File: src/rtl/stack_unit.sv
// Parametrised downward-growing stack: pointer, occupancy, storage, pop result register
// and sticky overflow/underflow flags.
module stack_unit #(
   parameter int unsigned DATA_W = 8,
   parameter int unsigned DEPTH  = 256,
   parameter int unsigned PTR_W  = $clog2(DEPTH)
) (
   input  logic              CLK,
   input  logic              RST,
   input  logic              LD,
   input  logic [PTR_W-1:0]  D_IN,
   input  logic              PUSH,
   input  logic              POP,
   input  logic [DATA_W-1:0] PUSH_DATA,
   input  logic              ERR_CLR,
   output logic [DATA_W-1:0] POP_DATA,
   output logic              POP_VALID,
   output logic [PTR_W-1:0]  SP_OUT,
   output logic [PTR_W:0]    OCC,
   output logic              EMPTY,
   output logic              FULL,
   output logic              OVF,
   output logic              UNF
);

   localparam int unsigned OCC_W = PTR_W + 1;
   localparam logic [OCC_W-1:0] OCC_MAX = OCC_W'(DEPTH);

   logic [DATA_W-1:0] mem [DEPTH];

   logic [PTR_W-1:0]  sp_q, sp_d, sp_dec, sp_inc;
   logic [OCC_W-1:0]  occ_q, occ_d;
   logic [DATA_W-1:0] pop_data_q, pop_data_d;
   logic              pop_valid_q, pop_valid_d;
   logic              ovf_q, ovf_d, unf_q, unf_d;
   logic              set_ovf, set_unf;
   logic              mem_we;
   logic [PTR_W-1:0]  mem_wa;
   logic              empty_c, full_c;

   assign empty_c = (occ_q == '0);
   assign full_c  = (occ_q == OCC_MAX);
   assign sp_dec  = sp_q - PTR_W'(1);
   assign sp_inc  = sp_q + PTR_W'(1);

   // Next-state decode; priority LD > replace-top > PUSH > POP (RST applied in the register).
   always_comb begin
      sp_d        = sp_q;
      occ_d       = occ_q;
      pop_data_d  = pop_data_q;
      pop_valid_d = 1'b0;
      set_ovf     = 1'b0;
      set_unf     = 1'b0;
      mem_we      = 1'b0;
      mem_wa      = sp_q;

      if (LD) begin
         sp_d  = D_IN;
         occ_d = '0;
      end else if (PUSH && POP) begin
         // Empty stack bypasses the RAM: pushed value is returned directly.
         pop_valid_d = 1'b1;
         if (empty_c) begin
            pop_data_d = PUSH_DATA;
         end else begin
            pop_data_d = mem[sp_q];
            mem_we     = 1'b1;
            mem_wa     = sp_q;
         end
      end else if (PUSH) begin
         if (full_c) begin
            set_ovf = 1'b1;
         end else begin
            mem_we = 1'b1;
            mem_wa = sp_dec;
            sp_d   = sp_dec;
            occ_d  = occ_q + OCC_W'(1);
         end
      end else if (POP) begin
         if (empty_c) begin
            set_unf = 1'b1;
         end else begin
            pop_data_d  = mem[sp_q];
            pop_valid_d = 1'b1;
            sp_d        = sp_inc;
            occ_d       = occ_q - OCC_W'(1);
         end
      end

      ovf_d = (ovf_q & ~ERR_CLR) | set_ovf;
      unf_d = (unf_q & ~ERR_CLR) | set_unf;
   end

   always_ff @(posedge CLK) begin
      if (RST) begin
         sp_q        <= '0;
         occ_q       <= '0;
         pop_data_q  <= '0;
         pop_valid_q <= 1'b0;
         ovf_q       <= 1'b0;
         unf_q       <= 1'b0;
      end else begin
         sp_q        <= sp_d;
         occ_q       <= occ_d;
         pop_data_q  <= pop_data_d;
         pop_valid_q <= pop_valid_d;
         ovf_q       <= ovf_d;
         unf_q       <= unf_d;
      end
   end

   // Storage is not reset; writes are suppressed while RST is asserted.
   always_ff @(posedge CLK) begin
      if (mem_we && !RST) begin
         mem[mem_wa] <= PUSH_DATA;
      end
   end

   assign POP_DATA  = pop_data_q;
   assign POP_VALID = pop_valid_q;
   assign SP_OUT    = sp_q;
   assign OCC       = occ_q;
   assign EMPTY     = empty_c;
   assign FULL      = full_c;
   assign OVF       = ovf_q;
   assign UNF       = unf_q;

endmodule
File: config.mk
export PLATFORM = sky130hd
export DESIGN_NAME = stack_unit
export DESIGN_NICKNAME = d
export VERILOG_FILES = /design/src/rtl/stack_unit.sv
export SDC_FILE = /design/constraint.sdc
export NUM_CORES = 2
export LEC_CHECK = 0
export BUFFER_PORTS_ARGS = -buffer_cell sky130_fd_sc_hd__buf_4
export CAP_MARGIN = 20
export CORE_MARGIN = 3
export CORE_UTILIZATION = 50
export CTS_CLUSTER_DIAMETER = 40
export DETAILED_ROUTE_END_ITERATION = 7
export PLACE_DENSITY_LB_ADDON = 0.25
export SLEW_MARGIN = 20
export SYNTH_ARGS = -nofsm -noshare
export SYNTH_HDL_FRONTEND = slang
export SYNTH_SLANG_ARGS = --single-unit
File: constraint.sdc
create_clock -name CLK -period 7.1 [get_ports CLK]
set_input_delay 1.42 -clock CLK [delete_from_list [all_inputs] [get_ports CLK]]
set_output_delay 1.42 -clock CLK [all_outputs]
set_load 0.05 [all_outputs]
==> metrics.md <==
| Metric | Value |
|---|---|
| Seq/Total Area, Yosys | `76.1%` |
| Count leader, synth | `edfxtp_1` |
| Remaining Overflow, GRT | `0` |
| Critical path arrival | `slightly above 5000 ps` |
| Critical Path, Cell by Cell | `buf_4 > nor3b_1 > o31a_1 > nand2_1 > o31ai_1 > nand2_1 > buf_4 > nor2_1` |
| Run status | `completed` |
| Worst path max stage delay | `around 700 ps` |
| Area growth from synthesis to final layout | `13.2%` |
| Mapped Cells | `3958` |
| Synth Warn # | `0` |
| Final Critical Period | `~4800 ps` |
| Critical path's slowest cell | `nor3b_1` |
| Main synth FF type | `edfxtp_1` |
| Final setup vio count | `0` |
| Commonest cells in the netlist | `edfxtp_1 (2048), mux4_2 (508), nor2_1 (293)` |
| Port buffer count | `between 50 and 60` |
| Actual slew at the worst max-slew pin | `about 1200 ps` |
| DP Wirelength | `approximately 140 mm` |
| Main combinational cell family by area after synthesis | `multiplexers` |
| Clock Sinks | `roughly 2100` |
| Post-CTS sizing | `0` |
| # Post-CTS Setup Buffers | `0` |
| H-tree lvl count | `4` |
| XOR/XNOR Fraction of Synth Area | `less than 1%` |
| Vias in the first global route | `approximately 41000` |
| Full die area | `0.168 sq mm` |
| Drt wl/cell | `approximately 34 um` |
| CTS tree | `built` |
| Share of post-route cells with drive strength above 1 | `roughly a quarter` |
| Compound-Gate Fraction of Synth Area | `3.10%` |
| Pwr Density | `between 300 and 400 mW/mm^2` |
| RSZ-0062 raised after global routing | `false` |
| Initial antenna violation count | `2` |
| Buf/Inv on CP | `2` |
| Netlist cell types | `78` |
| CTS Buffer Depth | `3` |
| Final net count | `4135` |
| Initial core utilization | `50.6%` |
| Final Cycle Share | `67.1%` |
| First-pass GRT wire length | `316 mm` |
| Yosys top cell area share | `about 75%` |
| Cell taking the most area after synthesis | `edfxtp_1` |
| Worst-Skew Late Latency | `850 ps` |
| Worst Path Max Fanout | `14` |
| Die Wd | `a little over 400 um` |
| Via count | `between 40000 and 50000` |
| Clock Tree Root | `clkbuf_16` |
| Row cnt | `roughly 150` |
| Main area contributors after synthesis | `edfxtp_1 (75%), mux4_2 (14%), nor2_1 (1.3%), mux2i_1 (1.0%), dfxtp_1 (0.88%)` |
| Syn nets | `roughly 4000` |
| Mapped Avg Cell Area | `just over 20 sq um` |
| Mux contribution to synthesized area | `15.2%` |
| Via density | `around 6.5` |
| Die H | `410 um` |
| Ys async rst share | `0%` |
| Delay-heaviest family, CP | `simple AND/OR/NAND/NOR gates` |
| Worst min path class | `reg -> reg` |
| RePlAce Congestion | `approximately 0.93` |
| Post-route ant nets | `0` |
| Post-synth EDFFs | `2048` |
| Pwr Total | `28000 uW` |
| Top Ports | `52` |
| Cell Area, Synth | `just over 0.08 sq mm` |
| Total wire length | `between 200 and 250 mm` |
| Max_cap viols | `0` |
| Post-Synth Simple-Gate Area | `around 3.6%` |
| Final setup TNS | `0 ps` |
| Leak | `about 0.028 uW` |
| Hold Buf Count CTS | `0` |
| Worst rel slew slack | `between 20% and 30%` |
| # DRC | `0` |
| Skew final | `about 64 ps` |
| Total clock buffers created by CTS | `~230` |
| Fmax | `around 210 MHz` |
| Hold violation total from the final report | `0` |
| Post-Synth Adder-Cell Area | `less than 1%` |
| Tot GR Track Use | `26.5%` |
| Element type at the critical path end | `flop` |
| Req. time, crit path | `roughly 7500 ps` |
| Flops & latches, synth | `approximately 2100` |
| Largest net degree at the start of global routing | `between 100 and 150` |
| Worst vdd ir | `0.257 mV` |
| Core ar. | `around 0.16 sq mm` |
| First DRT Iteration DRCs | `just over 6000` |
| Type of the worst setup path | `in -> reg` |
| Clock Pin Slew Worst Setup and Hold Paths | `~60 ps` |
| TritonRoute pass-1 iters | `8` |
| Slew Viols, Final | `0` |
| CP startpoint kind | `input pin` |
## area by class of cell
type / count / area [sq um]
fill: 11747 / 68900
sequential: 2084 / 62200
multi-input combinational: 1625 / 18200
inverter: 15 / 56.3
clock buffer: 259 / 5950
tap: 2160 / 2700
timing repair buffer: 144 / 1310
clock inverter: 183 / 2100
antenna: 1 / 2.50
## tightest hold or removal path, delay by kind of cell, from the launching register on
family	cells	cell delay, ps
AOI/OAI and AO/OA	1	60
and+or+nand+nor	1	60
DFF	1	310
## per-layer routing
metal | routed length (um) | GRT usage, % | share of wire [%] | vias up
met3 | 25800 | 6.63 | 12 | 404
met5 | 13 | 0 | 0.0059 | -
met2 | 101000 | 39.4 | 46 | 2854
met4 | 7350 | 8.42 | 3.3 | 2
li1 | - | - | - | 16816
met1 | 87300 | 38.9 | 39 | 21993
## power by group
group,total [uW],leakage [uW],internal [uW],switching [uW]
clock network,12300,0.00386,7160,5170
logic,2030,0.00586,712,1320
registers,13600,0.0187,13500,73.7
## path summary, 6_finish.rpt
| kind | start | endpoint | slack (ps) | cells after the start |
|---|---|---|---|---|
| max | PUSH | mem[180][4] | 2340 | 8 |
| min | UNF | UNF | 480 | 2 |
| max reg2reg | flop | POP_DATA[4] | 2580 | 8 |
| min reg2reg | UNF | UNF | 480 | 2 |
## stage by stage
| stage | setup WS [ps] | utilization [%] | hold WS [ps] | std cells | cell area (sq um) |
|---|---|---|---|---|---|
| after detailed placement | 1530 | 52.3 | 469 | 6028 | 84500 |
| after CTS | 2440 | 57.3 | 475 | 6470 | 92500 |
| after floorplan | 3150 | - | 667 | 3958 | 81700 |
| after global routing | 2210 | 57.3 | 512 | 6470 | 92500 |
| final | 2340 | 57.3 | 475 | 6471 | 92500 |
| after global placement | 1730 | 52.3 | 468 | 6028 | 84500 |
## placed cells by master (no fill, tap or decap), drive strengths merged, types with 23 or more instances in the layout
cell type	netlist	final
a21oi	59	59
nand2	126	126
dfxtp	36	36
o22ai	60	60
mux2i	82	82
clkinvlp	0	27
clkinv	3	85
a22oi	42	42
clkbuf	81	267
bufinv	0	27
nand3	33	33
edfxtp	2048	2048
buf	153	136
nor2	319	319
mux4	508	508
o21ai	48	48
nor3	39	39
a211oi	23	23
inv	12	59
## registers in the layout (all words and copies together), names as in the netlist, named ones only
| name | flops |
|---|---|
| POP_DATA | 8 |
| POP_VALID | 1 |
| UNF | 1 |
| OVF | 1 |
| mem | 2048 |
| SP_OUT | 8 |
| OCC | 9 |
## logic make-up (layout without fill, tap and decap cells)
kind of cell | after synthesis | count (layout)
AO/OA/AOI/OAI | 360 | 360
XOR/XNOR | 16 | 16
adder cells (fa/ha/maj) | 10 | 10
buffers and inverters | 249 | 601
flip-flops | 2084 | 2084
multiplexers | 605 | 605
other | 0 | 1
AND/OR/NAND/NOR | 634 | 634
No activity file was read; power rests on OpenSTA's default activity.
